<file path="src/rtl/adc_capture_pkg.sv">
// Shared types and helpers for the multi-channel ADC capture path.
// Holds the FSM state enum, default widths and the address-width helper.
package adc_capture_pkg;

    typedef enum logic [1:0] {
        IDLE,
        ISSUE,
        WAIT_RESP,
        WRITE
    } state_t;

    localparam int DEF_DATA_WIDTH    = 12;
    localparam int DEF_CHANNEL_WIDTH = 5;

    // Bits needed to index n items, never less than one.
    function automatic int addr_width(input int n);
        return (n > 1) ? $clog2(n) : 1;
    endfunction

endpackage

</file>
<file path="src/rtl/adc_channel_sequencer.sv">
// Round-robin scan-list walker: latches the channel list on load and
// steps one slot per advance.
// Ports: CLOCK, RESET (sync, active-high), load, advance, channel_list in;
//        channel (registered slot entry), last_slot out.
module adc_channel_sequencer
    import adc_capture_pkg::*;
#(
    parameter int CHANNEL_WIDTH = DEF_CHANNEL_WIDTH,
    parameter int NUM_CHANNELS  = 4
) (
    input  logic                                  CLOCK,
    input  logic                                  RESET,
    input  logic                                  load,
    input  logic                                  advance,
    input  logic [NUM_CHANNELS*CHANNEL_WIDTH-1:0] channel_list,
    output logic [CHANNEL_WIDTH-1:0]              channel,
    output logic                                  last_slot
);

    localparam int SW = addr_width(NUM_CHANNELS);

    logic [SW-1:0]            slot;
    logic [SW-1:0]            next_slot;
    logic [CHANNEL_WIDTH-1:0] list_q [NUM_CHANNELS];

    assign last_slot = (slot == SW'(NUM_CHANNELS - 1));
    assign next_slot = last_slot ? '0 : slot + SW'(1);

    // channel is loaded with the entry of the slot being entered, so it is
    // already correct on the first cycle of the following ISSUE.
    always_ff @(posedge CLOCK) begin
        if (RESET) begin
            slot    <= '0;
            channel <= '0;
            for (int k = 0; k < NUM_CHANNELS; k++) begin
                list_q[k] <= '0;
            end
        end else if (load) begin
            slot    <= '0;
            channel <= channel_list[0 +: CHANNEL_WIDTH];
            for (int k = 0; k < NUM_CHANNELS; k++) begin
                list_q[k] <= channel_list[k*CHANNEL_WIDTH +: CHANNEL_WIDTH];
            end
        end else if (advance) begin
            slot    <= next_slot;
            channel <= list_q[next_slot];
        end
    end

endmodule

</file>
<file path="src/rtl/adc_multichannel_capture.sv">
// Sequences ADC conversions over a scan list and writes them, interleaved
// by channel, into a single-port RAM as fixed-length frames.
// Ports: CLOCK, RESET, start, continuous, channel_list in; command_* to the
//        ADC core, response_* from it; ram_we/ram_addr/ram_wdata to the RAM;
//        busy, frame_done, overrun status. All outputs registered.
module adc_multichannel_capture
    import adc_capture_pkg::*;
#(
    parameter int  DATA_WIDTH    = DEF_DATA_WIDTH,
    parameter int  CHANNEL_WIDTH = DEF_CHANNEL_WIDTH,
    parameter int  NUM_CHANNELS  = 4,
    parameter int  DEPTH         = 256,
    localparam int ADDR_WIDTH    = addr_width(DEPTH * NUM_CHANNELS)
) (
    input  logic                                  CLOCK,
    input  logic                                  RESET,
    input  logic                                  start,
    input  logic                                  continuous,
    input  logic [NUM_CHANNELS*CHANNEL_WIDTH-1:0] channel_list,
    output logic                                  command_valid,
    output logic [CHANNEL_WIDTH-1:0]              command_channel,
    input  logic                                  command_ready,
    input  logic                                  response_valid,
    input  logic [DATA_WIDTH-1:0]                 response_data,
    output logic                                  ram_we,
    output logic [ADDR_WIDTH-1:0]                 ram_addr,
    output logic [DATA_WIDTH-1:0]                 ram_wdata,
    output logic                                  busy,
    output logic                                  frame_done,
    output logic                                  overrun
);

    localparam int SMW = addr_width(DEPTH);

    state_t         state;
    state_t         next_state;
    logic           cont_q;
    logic [SMW-1:0] sample_cnt;
    logic           last_slot;
    logic           last_sample;
    logic           last_word;
    logic           accept_start;
    logic           unexpected;

    assign accept_start = (state == IDLE) && start;
    assign unexpected   = response_valid && (state != WAIT_RESP);
    assign last_sample  = (sample_cnt == SMW'(DEPTH - 1));
    assign last_word    = last_slot && last_sample;

    adc_channel_sequencer #(
        .CHANNEL_WIDTH (CHANNEL_WIDTH),
        .NUM_CHANNELS  (NUM_CHANNELS)
    ) u_seq (
        .CLOCK        (CLOCK),
        .RESET        (RESET),
        .load         (accept_start),
        .advance      (state == WRITE),
        .channel_list (channel_list),
        .channel      (command_channel),
        .last_slot    (last_slot)
    );

    always_ff @(posedge CLOCK) begin
        if (RESET) begin
            state <= IDLE;
        end else begin
            state <= next_state;
        end
    end

    always_comb begin
        next_state = state;
        unique case (state)
            IDLE:      if (start) next_state = ISSUE;
            ISSUE:     if (command_ready) next_state = WAIT_RESP;
            WAIT_RESP: if (response_valid) next_state = WRITE;
            WRITE: begin
                if (last_word && !cont_q) next_state = IDLE;
                else                      next_state = ISSUE;
            end
        endcase
    end

    // Outputs are registered from next_state so they line up with the
    // state they describe rather than trailing it by a cycle.
    always_ff @(posedge CLOCK) begin
        if (RESET) begin
            command_valid <= 1'b0;
            ram_we        <= 1'b0;
            ram_addr      <= '0;
            ram_wdata     <= '0;
            busy          <= 1'b0;
            frame_done    <= 1'b0;
            overrun       <= 1'b0;
            cont_q        <= 1'b0;
            sample_cnt    <= '0;
        end else begin
            command_valid <= (next_state == ISSUE);
            busy          <= (next_state != IDLE);
            ram_we        <= (next_state == WRITE);
            frame_done    <= (next_state == WRITE) && last_word;
            overrun       <= (overrun && !accept_start) || unexpected;

            if (accept_start) begin
                cont_q     <= continuous;
                sample_cnt <= '0;
                ram_addr   <= '0;
            end

            if (state == WAIT_RESP && response_valid) begin
                ram_wdata <= response_data;
            end

            if (state == WRITE) begin
                if (last_word) begin
                    sample_cnt <= '0;
                    ram_addr   <= '0;
                end else begin
                    ram_addr <= ram_addr + ADDR_WIDTH'(1);
                    if (last_slot) sample_cnt <= sample_cnt + SMW'(1);
                end
            end
        end
    end

endmodule

</file>
<file path="config.mk">
export PLATFORM = sky130hd
export DESIGN_NAME = adc_multichannel_capture
export DESIGN_NICKNAME = d
export VERILOG_FILES = /design/src/rtl/adc_capture_pkg.sv /design/src/rtl/adc_channel_sequencer.sv /design/src/rtl/adc_multichannel_capture.sv
export SDC_FILE = /design/constraint.sdc
export NUM_CORES = 1
export LEC_CHECK = 0
export ABC_CLOCK_PERIOD_IN_PS = 2800
export BUFFER_PORTS_ARGS = -buffer_cell sky130_fd_sc_hd__clkbuf_2
export CAP_MARGIN = 20
export CORE_ASPECT_RATIO = 1.25
export CORE_MARGIN = 2
export CORE_UTILIZATION = 53
export DETAILED_ROUTE_END_ITERATION = 7
export PLACE_DENSITY = 0.76
export SYNTH_ARGS = -nofsm -noshare
export SYNTH_HDL_FRONTEND = slang
export SYNTH_SLANG_ARGS = --single-unit
</file>
<file path="constraint.sdc">
create_clock -name CLOCK -period 2.8 [get_ports CLOCK]
set_clock_uncertainty 0.1 [all_clocks]
set_input_delay 0.56 -clock CLOCK [delete_from_list [all_inputs] [get_ports CLOCK]]
set_output_delay 0.56 -clock CLOCK [all_outputs]
set_load 0.01 [all_outputs]
</file>
==> results of run 1 <==
[state kept, by name (all words and copies together) (netlist names)]
name	flops
overrun	1
ram_wdata	12
busy	1
ram_we	1
u_seq.channel	5
sample_cnt	8
frame_done	1
state	2
u_seq.list_q	20
ram_addr	10
cont_q	1
command_valid	1
u_seq.slot	2
[power groups by stage]
stage / combinational [W] / clock [W] / sequential [W]
after global placement: 0.000175 / 0 / 0.00106
after floorplan: 0.000110 / 0 / 0.00106
after detailed placement: 0.000177 / 0 / 0.00107
after CTS: 0.000178 / 0.000757 / 0.00105
final: 0.000176 / 0.000746 / 0.00105
after global routing: 0.000199 / 0.000804 / 0.00105
[per-layer routing]
metal / part of all wire / track usage
met1: 0.42 / 0.249
met2: 0.50 / 0.344
met3: 0.056 / 0.0376
met4: 0.021 / 0.128
met5: 0 / 0
[metrics by stage]
stage / cells / power [W] / setup slack [ns]
2_1_floorplan: 293 / 0.00117 / 0.639
3_3_place_gp: 413 / 0.00124 / 0.735
3_5_place_dp: 413 / 0.00124 / 0.698
4_1_cts: 429 / 0.00198 / 0.681
5_1_grt: 429 / 0.00205 / 0.563
6_report: 429 / 0.00197 / 0.693
[Yosys cell counts (all sizes together) (3+ instances only)]
library cell	count	area, sq um
buf	8	50.1
edfxtp	20	601
dfxtp	45	901
nand2	55	209
nor3	9	45.0
and2	23	144
a21oi	31	166
a22oi	6	45.0
nand3	8	40.0
o21ai	8	40.0
nor2	17	66.3
ha	3	37.5
nand4	4	25.0
a31oi	5	31.3
mux4	5	113
inv	3	11.3
clkbuf	8	30.0
[layout make-up]
class                      count  area (sq um)  share of cell area
clock inverter                 7          61.3              0.0180
inverter                       3          11.3             0.00331
sequential                    65          1500               0.442
clock buffer                   9           124              0.0365
multi-input combinational    209          1240               0.365
tap                           62          77.6              0.0228
timing repair buffer          74           383               0.113
[worst register-to-register path, stage by stage, from the launching register on]
cell and delay [ns]:
dfxtp_1 0.33, ha_1 0.32, and4_1 0.32, a211o_1 0.38, or4_1 0.51, nand3_1 0.09
[worst paths after layout]
| check | startpoint | endpoint | slack [ns] | cells after the start |
|---|---|---|---|---|
| hold reg to reg | ram_wdata[1] | ram_wdata[1] | 0.36 | 2 |
| hold / removal | response_data[6] | ram_wdata[6] | 0.34 | 3 |
| setup / recovery | u_seq.slot[0] | ram_addr[9] | 0.69 | 5 |
| setup reg to reg | u_seq.slot[0] | ram_addr[9] | 0.69 | 5 |
[cells by family after synthesis]
| kind of cell | synth area share |
|---|---|
| and+or+nand+nor | 0.237 |
| DFF | 0.530 |
| xor gates and xnor gates | 0.00619 |
| adders and majority gates | 0.0133 |
| buffers and inverters | 0.0323 |
| AOI/OAI and AO/OA | 0.130 |
| muxes | 0.0508 |
==> impl_metrics.csv, run 1 <==
group,metric,value,unit
yosys,synth_warnings,0,
yosys,ys.flop_type,"dfxtp_1",
critical_path,cpLargestDelayFamily,"simple AND/OR/NAND/NOR gates",
die,initial_core_util,0.553,
critical_path,cp-end-kind,"register",
sta,slew_viol_final,0,
power,comb_power_share,0.089,
power,power_frac_seq,0.531,
flow_run,maxCapViolations,0,
clocking,post_cts_resized,0,
critical_path,critPathBufInv,0,
routing,postRouteAntennaNets,0,
sta,setup_tns,0,ns
place,gp_congestion,0.851,
global_route,grt.overflow.total,0,
die,die_h,85.7,um
clocking,postCtsSetupBuffers,0,
global_route,grt_usage,0.207,
global_route,grt_pass1_vias,2190,
routing,firstDrtPassIters,4,
yosys,postSynthCellCount,293,
clocking,root_buffer,"clkbuf_8",
routing,num_vias,2316,
place,io_buffers,69,
power,p_sw,0.000464,W
clocking,clk_latency,0.33,ns
clocking,cts_hold_buf,0,
sta,tightest_slew,0.633,ns
die,die_area,0.00595,sq mm
power,switching_share,0.236,
sta,grt_setup_unrepaired,"false",
cells_and_area,drive_gt1_frac,0.272,
critical_path,critical-path-slowest-cell,"or4_1",
clocking,cts_num_sinks,65,
yosys,synth_nets,334,
routing,drt_iter0_markers,126,
critical_path,cp_cell_sequence,"ha_1 > and4_1 > a211o_1 > or4_1 > nand3_1",
yosys,synthDistinctLibCells,47,
yosys,netlist_area,0.00283,sq mm
global_route,antenna_found_initial,0,
yosys,syn_area_per_cell,9.66,sq um
critical_path,worstSetupStartpointType,"register",
place,hpwl,4.06,mm
cells_and_area,final_common_cell,"clkbuf_2",
cells_and_area,num-nets-final,403,
routing,drc,0,
yosys,async_flop_share,0,
sta,finalCritPeriodShare,0.753,
sta,max_slew_margin,0.577,
routing,finalWirelength,5.70,mm
yosys,synth_edf_count,20,
critical_path,slowest_delay,0.51,ns
clocking,cts_buffer_depth,2,
sta,timing_hold_violations_final,0,
critical_path,crit_required,2.98,ns
routing,post_drt_wl_per_cell,13.3,um
sta,setup_viol,0,
cells_and_area,diodes,0,
die,row_count,29,
die,io_pins,70,
critical_path,crit_arrival,2.29,ns
power,intPower,0.00150,W
global_route,grt_first_pass_wirelength,9.79,mm
critical_path,crit_path_max_fanout,11,
cells_and_area,final_cell_mix,"clkbuf_2, nand2_1, dfxtp_1",
die,core_area,0.00512,sq mm
sta,fin_crit,2.11,ns
yosys,seq_area_frac_synth,0.530,
min_path,hold_path_class,"in2reg",
sta,max_freq,475,MHz
sta,whs,0.343,ns
clocking,cts.clk_slew.worst_paths,0.07,ns
routing,drt-vias-per-instance,5.40,
clocking,htree_levels,3,
power,p_leak,1.36,nW
place,dpl_cell_area,0.00321,sq mm
power,pwr-share-clk,0.379,
cells_and_area,final_util,0.664,
die,die_w,69.4,um
cells_and_area,syn_to_final_growth,20.0,%
power,p_per_area,579,mW/mm^2
yosys,synth-seq-cells,65,
critical_path,path_class,"reg2reg",
cells_and_area,fill_cells,427,
clocking,numCtsBuffers,9,
outcome,outcome,"finished clean",
cells_and_area,fin_area,0.00340,sq mm
power,ir_worst_vdd,0.000472,V
clocking,cts_tree,"built",
global_route,grt_max_degree,23,
No activity file was read; power rests on OpenSTA's default activity.
==> run 2: changes to the inputs <==
ABC_CLOCK_PERIOD_IN_PS = 2050   (was 2800)
clock period = 2.05 ns   (was 2.8 ns; I/O delays follow)
==> run 2 against run 1 <==
Compared with the run above:
- setup slack got worse by 0.53 ns
- first-iteration DRC count increased by 35%
- non-clock buffer count increased by 12
- sequential share of layout area decreased by 1.3 points
- register-to-register slack got worse by 0.53 ns
- global-route usage increased by 1.3 points
- count of clock-buffer cells in the layout increased by 4
- sequential power increased by 36%
- power increased by 41%
- largest power group unchanged
==> impl_metrics.csv, run 2 (synthesized netlist as in run 1, its figures left out) <==
group,metric,value,unit
sta,setup_viol,0,
sta,grt_setup_unrepaired,"false",
routing,post_drt_wl_per_cell,13.7,um
clocking,cts_hold_buf,0,
clocking,cts_num_sinks,65,
min_path,hold-path-endpoint,"ram_wdata[2]",
die,die_area,0.00595,sq mm
power,p_per_area,794,mW/mm^2
clocking,postCtsSetupBuffers,0,
power,ir_worst_vdd,0.000611,V
sta,max_freq,531,MHz
min_path,hold_depth,3,
global_route,antenna_found_initial,0,
critical_path,crit_arrival,2.07,ns
clocking,cts_tree,"built",
power,p_leak,1.43,nW
die,row_count,29,
sta,max_slew_margin,0.634,
clocking,cts.clk_slew.worst_paths,0.07,ns
routing,num_vias,2381,
cells_and_area,drive_gt1_frac,0.298,
cells_and_area,reg_top3,"u_seq.list_q: 20 flops, ram_wdata: 12 flops, ram_addr: 10 flops",
critical_path,path_class,"reg2reg",
critical_path,r2r_cells,5,
place,io_buffers,69,
die,io_pins,70,
sta,tightest_slew,0.545,ns
cells_and_area,num-nets-final,415,
cells_and_area,final_util,0.684,
global_route,grt_usage,0.220,
critical_path,cp-end-kind,"register",
cells_and_area,diodes,0,
critical_path,worstReg2RegStart,"sample_cnt[0]",
routing,drc,0,
sta,setup_tns,0,ns
clocking,root_buffer,"clkbuf_8",
sta,slew_viol_final,0,
place,hpwl,4.46,mm
clocking,clk_latency,0.34,ns
routing,drt_iter0_markers,170,
sta,finalCritPeriodShare,0.919,
critical_path,r2r_setup_slack,0.17,ns
cells_and_area,syn_to_final_growth,23.6,%
global_route,grt_first_pass_wirelength,10.3,mm
cells_and_area,largest_register_ffs,20,
die,core_area,0.00512,sq mm
critical_path,crit_required,2.23,ns
critical_path,worstSetupStartpointType,"register",
cells_and_area,final_cell_mix,"clkbuf_2, nand2_1, dfxtp_1",
sta,fin_crit,1.88,ns
routing,finalWirelength,6.04,mm
critical_path,rr_endpoint,"ram_addr[9]",
routing,firstDrtPassIters,4,
flow_run,maxCapViolations,0,
min_path,hold_path_class,"in2reg",
cells_and_area,top_register,"u_seq.list_q",
routing,drt-vias-per-instance,5.40,
die,die_h,85.7,um
routing,postRouteAntennaNets,0,
critical_path,crit_path_max_fanout,6,
clocking,htree_levels,3,
cells_and_area,final_common_cell,"clkbuf_2",
global_route,grt.overflow.total,0,
place,gp_congestion,0.838,
die,die_w,69.4,um
clocking,numCtsBuffers,9,
min_path,worstHoldStart,"response_data[2]",
global_route,grt_pass1_vias,2309,
outcome,outcome,"finished clean",
sta,timing_hold_violations_final,0,
die,initial_core_util,0.553,
global_route,grt_max_degree,21,
clocking,post_cts_resized,0,
clocking,cts_buffer_depth,2,
## run 2: cell count changes in the layout (fill, tap and decap cells not counted), sizes merged
cell	delta
buf	+12
clkbuf	+4
clkinv	-2
clkinvlp	-2
## run 2: through the flow
stage | worst slack (ns) | instances | power, W | cell area, sq um | hold WS [ns]
after global routing | 0.0235 | 441 | 0.00290 | 3500 | 0.188
final | 0.166 | 441 | 0.00278 | 3500 | 0.185
after floorplan | 0.00681 | 293 | 0.00160 | 2830 | 0.336
after detailed placement | 0.182 | 425 | 0.00172 | 3300 | 0.349
after CTS | 0.163 | 441 | 0.00280 | 3500 | 0.179
after global placement | 0.220 | 425 | 0.00171 | 3300 | 0.341
## run 2: worst max-delay path by stage
stage	start	end	slack [ns]	cells after the start
floorplan	state[0]	u_seq.list_q[0][0]	0.007	4
global placement	u_seq.slot[0]	ram_addr[9]	0.22	5
detailed placement	sample_cnt[0]	ram_addr[9]	0.18	5
CTS	sample_cnt[0]	ram_addr[9]	0.16	5
global route	sample_cnt[0]	busy	0.02	5
finish	sample_cnt[0]	ram_addr[9]	0.17	5
## run 2: area by class of cell
type                    instances  area [sq um]
well taps                      62          77.6
repair buffers                 86           473
flip-flops and latches         65          1500
fillers                       427          1620
clock inverters                 3          40.0
multi-input cells             209          1240
inverters                       3          11.3
clock buffers                  13           159
## run 2: where the power goes
part | leakage, nW | internal [W] | switching, W
Sequential | 0.580 | 0.00140 | 0.0000309
Combinational | 0.747 | 0.000123 | 0.000138
Clock | 0.103 | 0.000625 | 0.000467
## run 2: worst max-delay path, stage by stage, from the launching register on
cell and delay, ns:
dfxtp_1 0.34, ha_1 0.23, and4_1 0.27, a211o_1 0.29, or4_1 0.49, nand3_1 0.09
## run 2: routing by layer
layer,wire [um],global-route usage,part of all wire
met1,2410,0.260,0.40
met3,284,0.0470,0.047
met4,132,0.116,0.022
met2,3220,0.377,0.53
met5,0,0,0
